`src/rtl/seq_mult_unit_pkg.sv`:
```
// rtl/seq_mult_unit_pkg.sv - shared encodings and defaults for multi-cycle ALU units
package seq_mult_unit_pkg;

    // Defaults shared with the control unit and other multi-cycle units
    localparam int DEF_WIDTH = 8;
    localparam int DEF_CNT_W = 4;

    // Multiplier sequencer states; 2'b11 is unused and recovers to idle
    typedef enum logic [1:0] {
        ST_IDLE   = 2'b00,
        ST_RUN    = 2'b01,
        ST_FINISH = 2'b10
    } mult_state_e;

endpackage

```
`src/rtl/seq_mult_unit_datapath.sv`:
```
// rtl/seq_mult_unit_datapath.sv - operand/accumulator registers and shift-add step
module mult_datapath #(
    parameter int WIDTH = 8
) (
    input  logic               clk,
    input  logic               rst_n,
    input  logic               load_i,
    input  logic               step_i,
    input  logic [WIDTH-1:0]   data1_i,
    input  logic [WIDTH-1:0]   data2_i,
    output logic [2*WIDTH-1:0] acc_next_o
);

    logic [2*WIDTH-1:0] mcand_q;
    logic [2*WIDTH-1:0] mcand_d;
    logic [WIDTH-1:0]   mplier_q;
    logic [WIDTH-1:0]   mplier_d;
    logic [2*WIDTH-1:0] acc_q;
    logic [2*WIDTH-1:0] acc_d;

    // Accumulator value after the current iteration; also feeds the result load
    assign acc_next_o = mplier_q[0] ? (acc_q + mcand_q) : acc_q;

    // Next-state: load fresh operands, or shift by one bit per step
    always_comb begin
        mcand_d  = mcand_q;
        mplier_d = mplier_q;
        acc_d    = acc_q;
        if (load_i) begin
            mcand_d  = {{WIDTH{1'b0}}, data1_i};
            mplier_d = data2_i;
            acc_d    = '0;
        end else if (step_i) begin
            mcand_d  = mcand_q << 1;
            mplier_d = mplier_q >> 1;
            acc_d    = acc_next_o;
        end
    end

    // Operand and accumulator registers, cleared on reset
    always_ff @(posedge clk or negedge rst_n) begin
        if (!rst_n) begin
            mcand_q  <= '0;
            mplier_q <= '0;
            acc_q    <= '0;
        end else begin
            mcand_q  <= mcand_d;
            mplier_q <= mplier_d;
            acc_q    <= acc_d;
        end
    end

endmodule

```
`src/rtl/seq_mult_unit.sv`:
```
// rtl/seq_mult_unit.sv - multi-cycle unsigned shift-and-add multiplier with busywait stall
module seq_mult_unit
    import seq_mult_unit_pkg::*;
#(
    parameter int WIDTH = DEF_WIDTH,
    parameter int CNT_W = DEF_CNT_W
) (
    input  logic             CLK,
    input  logic             RESET,
    input  logic             START,
    input  logic [WIDTH-1:0] DATA1,
    input  logic [WIDTH-1:0] DATA2,
    output logic [WIDTH-1:0] RESULT,
    output logic             OVERFLOW,
    output logic             DONE,
    output logic             BUSYWAIT
);

    localparam logic [CNT_W-1:0] LAST_CNT = CNT_W'(WIDTH - 1);

    mult_state_e        state_q;
    mult_state_e        state_d;
    logic [CNT_W-1:0]   cnt_q;
    logic [CNT_W-1:0]   cnt_d;
    logic [WIDTH-1:0]   result_q;
    logic [WIDTH-1:0]   result_d;
    logic               ovf_q;
    logic               ovf_d;
    logic               done_q;
    logic               done_d;
    logic               load;
    logic               step;
    logic               busy;
    logic [2*WIDTH-1:0] acc_next;

    mult_datapath #(
        .WIDTH (WIDTH)
    ) u_datapath (
        .clk        (CLK),
        .rst_n      (RESET),
        .load_i     (load),
        .step_i     (step),
        .data1_i    (DATA1),
        .data2_i    (DATA2),
        .acc_next_o (acc_next)
    );

    // Sequencer: next state, datapath enables, result capture and stall request
    always_comb begin
        state_d  = state_q;
        cnt_d    = cnt_q;
        result_d = result_q;
        ovf_d    = ovf_q;
        done_d   = 1'b0;
        load     = 1'b0;
        step     = 1'b0;
        busy     = 1'b0;
        unique case (state_q)
            ST_IDLE: begin
                // Stall in the same cycle the request is raised
                busy = START;
                if (START) begin
                    load    = 1'b1;
                    cnt_d   = '0;
                    state_d = ST_RUN;
                end
            end
            ST_RUN: begin
                busy  = 1'b1;
                step  = 1'b1;
                cnt_d = cnt_q + CNT_W'(1);
                if (cnt_q == LAST_CNT) begin
                    result_d = acc_next[WIDTH-1:0];
                    ovf_d    = |acc_next[2*WIDTH-1:WIDTH];
                    done_d   = 1'b1;
                    state_d  = ST_FINISH;
                end
            end
            ST_FINISH: begin
                // START is ignored here; a held request restarts from idle
                state_d = ST_IDLE;
            end
            default: begin
                state_d = ST_IDLE;
            end
        endcase
    end

    // State, counter and registered outputs; reset abandons any operation
    always_ff @(posedge CLK or negedge RESET) begin
        if (!RESET) begin
            state_q  <= ST_IDLE;
            cnt_q    <= '0;
            result_q <= '0;
            ovf_q    <= 1'b0;
            done_q   <= 1'b0;
        end else begin
            state_q  <= state_d;
            cnt_q    <= cnt_d;
            result_q <= result_d;
            ovf_q    <= ovf_d;
            done_q   <= done_d;
        end
    end

    assign RESULT   = result_q;
    assign OVERFLOW = ovf_q;
    assign DONE     = done_q;
    assign BUSYWAIT = busy;

endmodule

```
`config.mk`:
```
export PLATFORM = sky130hd
export DESIGN_NAME = seq_mult_unit
export DESIGN_NICKNAME = d
export VERILOG_FILES = /design/src/rtl/seq_mult_unit_pkg.sv /design/src/rtl/seq_mult_unit_datapath.sv /design/src/rtl/seq_mult_unit.sv
export SDC_FILE = /design/constraint.sdc
export NUM_CORES = 1
export LEC_CHECK = 0
export CAP_MARGIN = 20
export CORE_ASPECT_RATIO = 0.5
export CORE_MARGIN = 3
export CORE_UTILIZATION = 30
export CTS_CLUSTER_SIZE = 20
export DETAILED_ROUTE_END_ITERATION = 7
export GPL_TIMING_DRIVEN = 1
export PLACE_DENSITY = 0.44
export SLEW_MARGIN = 20
export SYNTH_ARGS = -nofsm -noshare
export SYNTH_HDL_FRONTEND = slang
export SYNTH_HIERARCHICAL = 1
export SYNTH_SLANG_ARGS = --single-unit
```
`constraint.sdc`:
```
create_clock -name CLK -period 7.8 [get_ports CLK]
set_input_delay 1.56 -clock CLK [delete_from_list [all_inputs] [get_ports CLK]]
set_output_delay 1.56 -clock CLK [all_outputs]
set_load 0.01 [all_outputs]
```
==> results_dict.tcl <==
set metrics [dict create \
    finalCritPeriodShare 0.5645 \
    initial_core_util 0.3189 \
    critPathRequiredTime_ns 6.24 \
    post-cts-setup-buffer-count 0 \
    grt_max_degree 64 \
    hold_class "register to register" \
    synthArstFlopShare 1.000 \
    cts-buffers-inserted 5 \
    final_common_cell "dfrtp_1" \
    syn_inst 331 \
    drv_slew 0 \
    clk_latency_ns 0.29 \
    holdWs_ns 0.5065 \
    htree_levels 2 \
    cts.path.max_buffers 2 \
    crit_fanout 5 \
    syn-cell-area_mm2 0.003361 \
    via_per_inst 4.911 \
    hold_violations 0 \
    ys_warn_count 6 \
    tightest_slew_ns 0.7356 \
    gp_congestion 0.8284 \
    end_kind "primary output" \
    firstDrtPassIters 4 \
    p_leak_nw 1.832 \
    postRouteAntennaNets 0 \
    period_minus_slack_ns 4.403 \
    power_density_mw_per_mm2 397.4 \
    critPathKind "input pin to primary output" \
    track_usage 0.1274 \
    wl_per_cell_um 14.80 \
    drtIter0Drc 129 \
    cp-start-kind "input pin" \
    clock_power_share 0.149 \
    postCtsHoldBufs 0 \
    synth_edf_count 0 \
    switching_share 0.4074 \
    drive_gt1_frac 0.1360 \
    finalInstanceArea_mm2 0.003910 \
    final_util 0.3710 \
    synth_seq_area_share 0.4170 \
    cts_tree "built" \
    combPwrFrac 0.529 \
    ys_ff_latch 56 \
    stdcell_count 493 \
    dr_total_vias 2421 \
    final.setup.tns_ns 0 \
    die_w_um 155.7 \
    timing.fmax_mhz 227.1 \
    port_buffers 29 \
    dp.final_hpwl_mm 5.073 \
    power_switching_w 0.0006329 \
    wirelength_mm 7.296 \
    cp.arrival_ns 2.84 \
    dp_cells 485 \
    fp.dieH_um 80.84 \
    overflow 0 \
    placed_cell_area_mm2 0.003760 \
    synth_ff_type "dfrtp_1" \
    final_cell_mix "dfrtp_1 (56), nand2_1 (33), mux2i_1 (29)" \
    core_region_area_mm2 0.01054 \
    peakVddDrop_mv 0.1168 \
    setup_viol 0 \
    intPower_w 0.0009207 \
    cap_violations 0 \
    n_antenna_cell 0 \
    syn_nets 367 \
    clk_pin_slew_worst_paths_ns 0.07 \
    seq_power_share 0.322 \
    drc 0 \
    skew_ns 0.004562 \
    grt_first_pass_wirelength_mm 12.90 \
    outcome "finished, final reports clean" \
    cts_resized 0 \
    std_cell_rows 26 \
    rsz0062_at_grt "false" \
    grt_pass1_vias 2593 \
    area_delta_synth_final_pct 16.34 \
    ys_types 50 \
    dieArea_mm2 0.01259 \
    fin_nets 388 \
    antenna_found_initial 0 \
    max_slew_margin 0.5096 \
    clock_sinks 56 \
    syn_avg_cell_area_um2 10.15 \
    cts-root-buf "clkbuf_16" \
    ioPinCount 30 \
]
## power by group through the flow
| stage | Combinational, W | Clock (W) | Sequential (W) |
|---|---|---|---|
| after detailed placement | 0.000828 | 0 | 0.000508 |
| after global routing | 0.000931 | 0.000259 | 0.000519 |
| final | 0.000822 | 0.000231 | 0.000500 |
| after global placement | 0.000812 | 0 | 0.000504 |
| after floorplan | 0.000642 | 0 | 0.000491 |
| after CTS | 0.000832 | 0.000242 | 0.000504 |
## flip-flops by register name (all words and copies together) (netlist names)
| register | flops |
|---|---|
| state_q | 2 |
| u_datapath/mplier_q | 8 |
| u_datapath/mcand_q | 16 |
| RESULT | 8 |
| cnt_q | 4 |
| OVERFLOW | 1 |
| DONE | 1 |
| u_datapath/acc_q | 16 |
## synthesized netlist by cell type, types with 2 or more instances
library cell | number | area, um2
a22o_1 | 2 | 17.52
or4_1 | 2 | 15.01
o21ai_0 | 25 | 125.1
inv_1 | 11 | 41.29
xor2_1 | 6 | 52.55
and2_1 | 2 | 12.51
buf_1 | 2 | 7.510
nand4_1 | 3 | 18.77
nor3_1 | 3 | 15.01
o211ai_1 | 4 | 30.03
mux2_2 | 22 | 247.7
nor2b_1 | 3 | 18.77
buf_2 | 4 | 20.02
nor2_1 | 21 | 78.83
ha_1 | 16 | 200.2
a21oi_2 | 2 | 17.52
mux2i_1 | 29 | 290.3
nor4b_1 | 2 | 17.52
nand2_1 | 33 | 123.9
nor3b_1 | 3 | 22.52
a31oi_1 | 3 | 18.77
a211oi_1 | 2 | 15.01
buf_6 | 2 | 22.52
and4_4 | 2 | 22.52
a221o_1 | 2 | 20.02
o21bai_1 | 4 | 30.03
clkbuf_1 | 11 | 41.29
nor4_1 | 4 | 25.02
dfrtp_1 | 56 | 1401
a21o_1 | 2 | 15.01
nand3_1 | 9 | 45.04
a21oi_1 | 15 | 75.07
xnor2_1 | 7 | 61.31
## logic make-up (layout without fill, tap and decap cells)
logic type | count (synthesis) | in the layout | share of synthesized area
AOI/OAI and AO/OA | 70 | 70 | 0.1378
buffers and inverters | 30 | 52 | 0.03946
and+or+nand+nor | 94 | 94 | 0.1463
xor gates and xnor gates | 13 | 13 | 0.03388
adders and majority gates | 17 | 17 | 0.06552
muxes | 51 | 51 | 0.1601
DFF | 56 | 56 | 0.4170
## critical path: stages
cell             delay, ns
clkdlybuf4s50_1       0.42
o21bai_1              0.30
inv_1                 0.08
clkdlybuf4s50_1       0.48
## layout make-up
| type | instances | area (um2) |
|---|---|---|
| fill | 1065 | 6630 |
| multi-input combinational | 245 | 1827 |
| sequential | 56 | 1401 |
| timing repair buffer | 33 | 315.3 |
| tap | 140 | 175.2 |
| clock buffer | 7 | 142.6 |
| inverter | 11 | 41.29 |
| clock inverter | 1 | 7.507 |
## final timing paths
check                                 startpoint               endpoint  slack (ns)  cells after the start
setup / recovery                           START               BUSYWAIT        3.40                      4
hold / removal                         RESULT[1]              RESULT[1]        0.51                      1
setup reg to reg           u_datapath/mcand_q[0]               OVERFLOW        4.46                     11
hold reg to reg                        RESULT[1]              RESULT[1]        0.51                      1
max in group asynchronous                  RESET  u_datapath/mcand_q[3]        5.90                      2
min in group asynchronous                  RESET             state_q[0]        1.40                      2
## through the flow
step / power, W / worst slack (ns)
floorplan: 0.001133 / 4.335
global placement: 0.001316 / 3.420
detailed placement: 0.001336 / 3.408
CTS: 0.001578 / 3.391
global route: 0.001709 / 3.301
finish: 0.001554 / 3.397
## per-layer routing
| layer | vias to the layer above | track usage | part of all wire |
|---|---|---|---|
| li1 | 1238 | - | - |
| met1 | 1149 | 0.1740 | 0.52 |
| met2 | 27 | 0.2047 | 0.44 |
| met3 | 7 | 0.02980 | 0.027 |
| met4 | 0 | 0.03406 | 0.013 |
| met5 | - | 0 | 0 |
No activity file was read; power rests on OpenSTA's default activity.
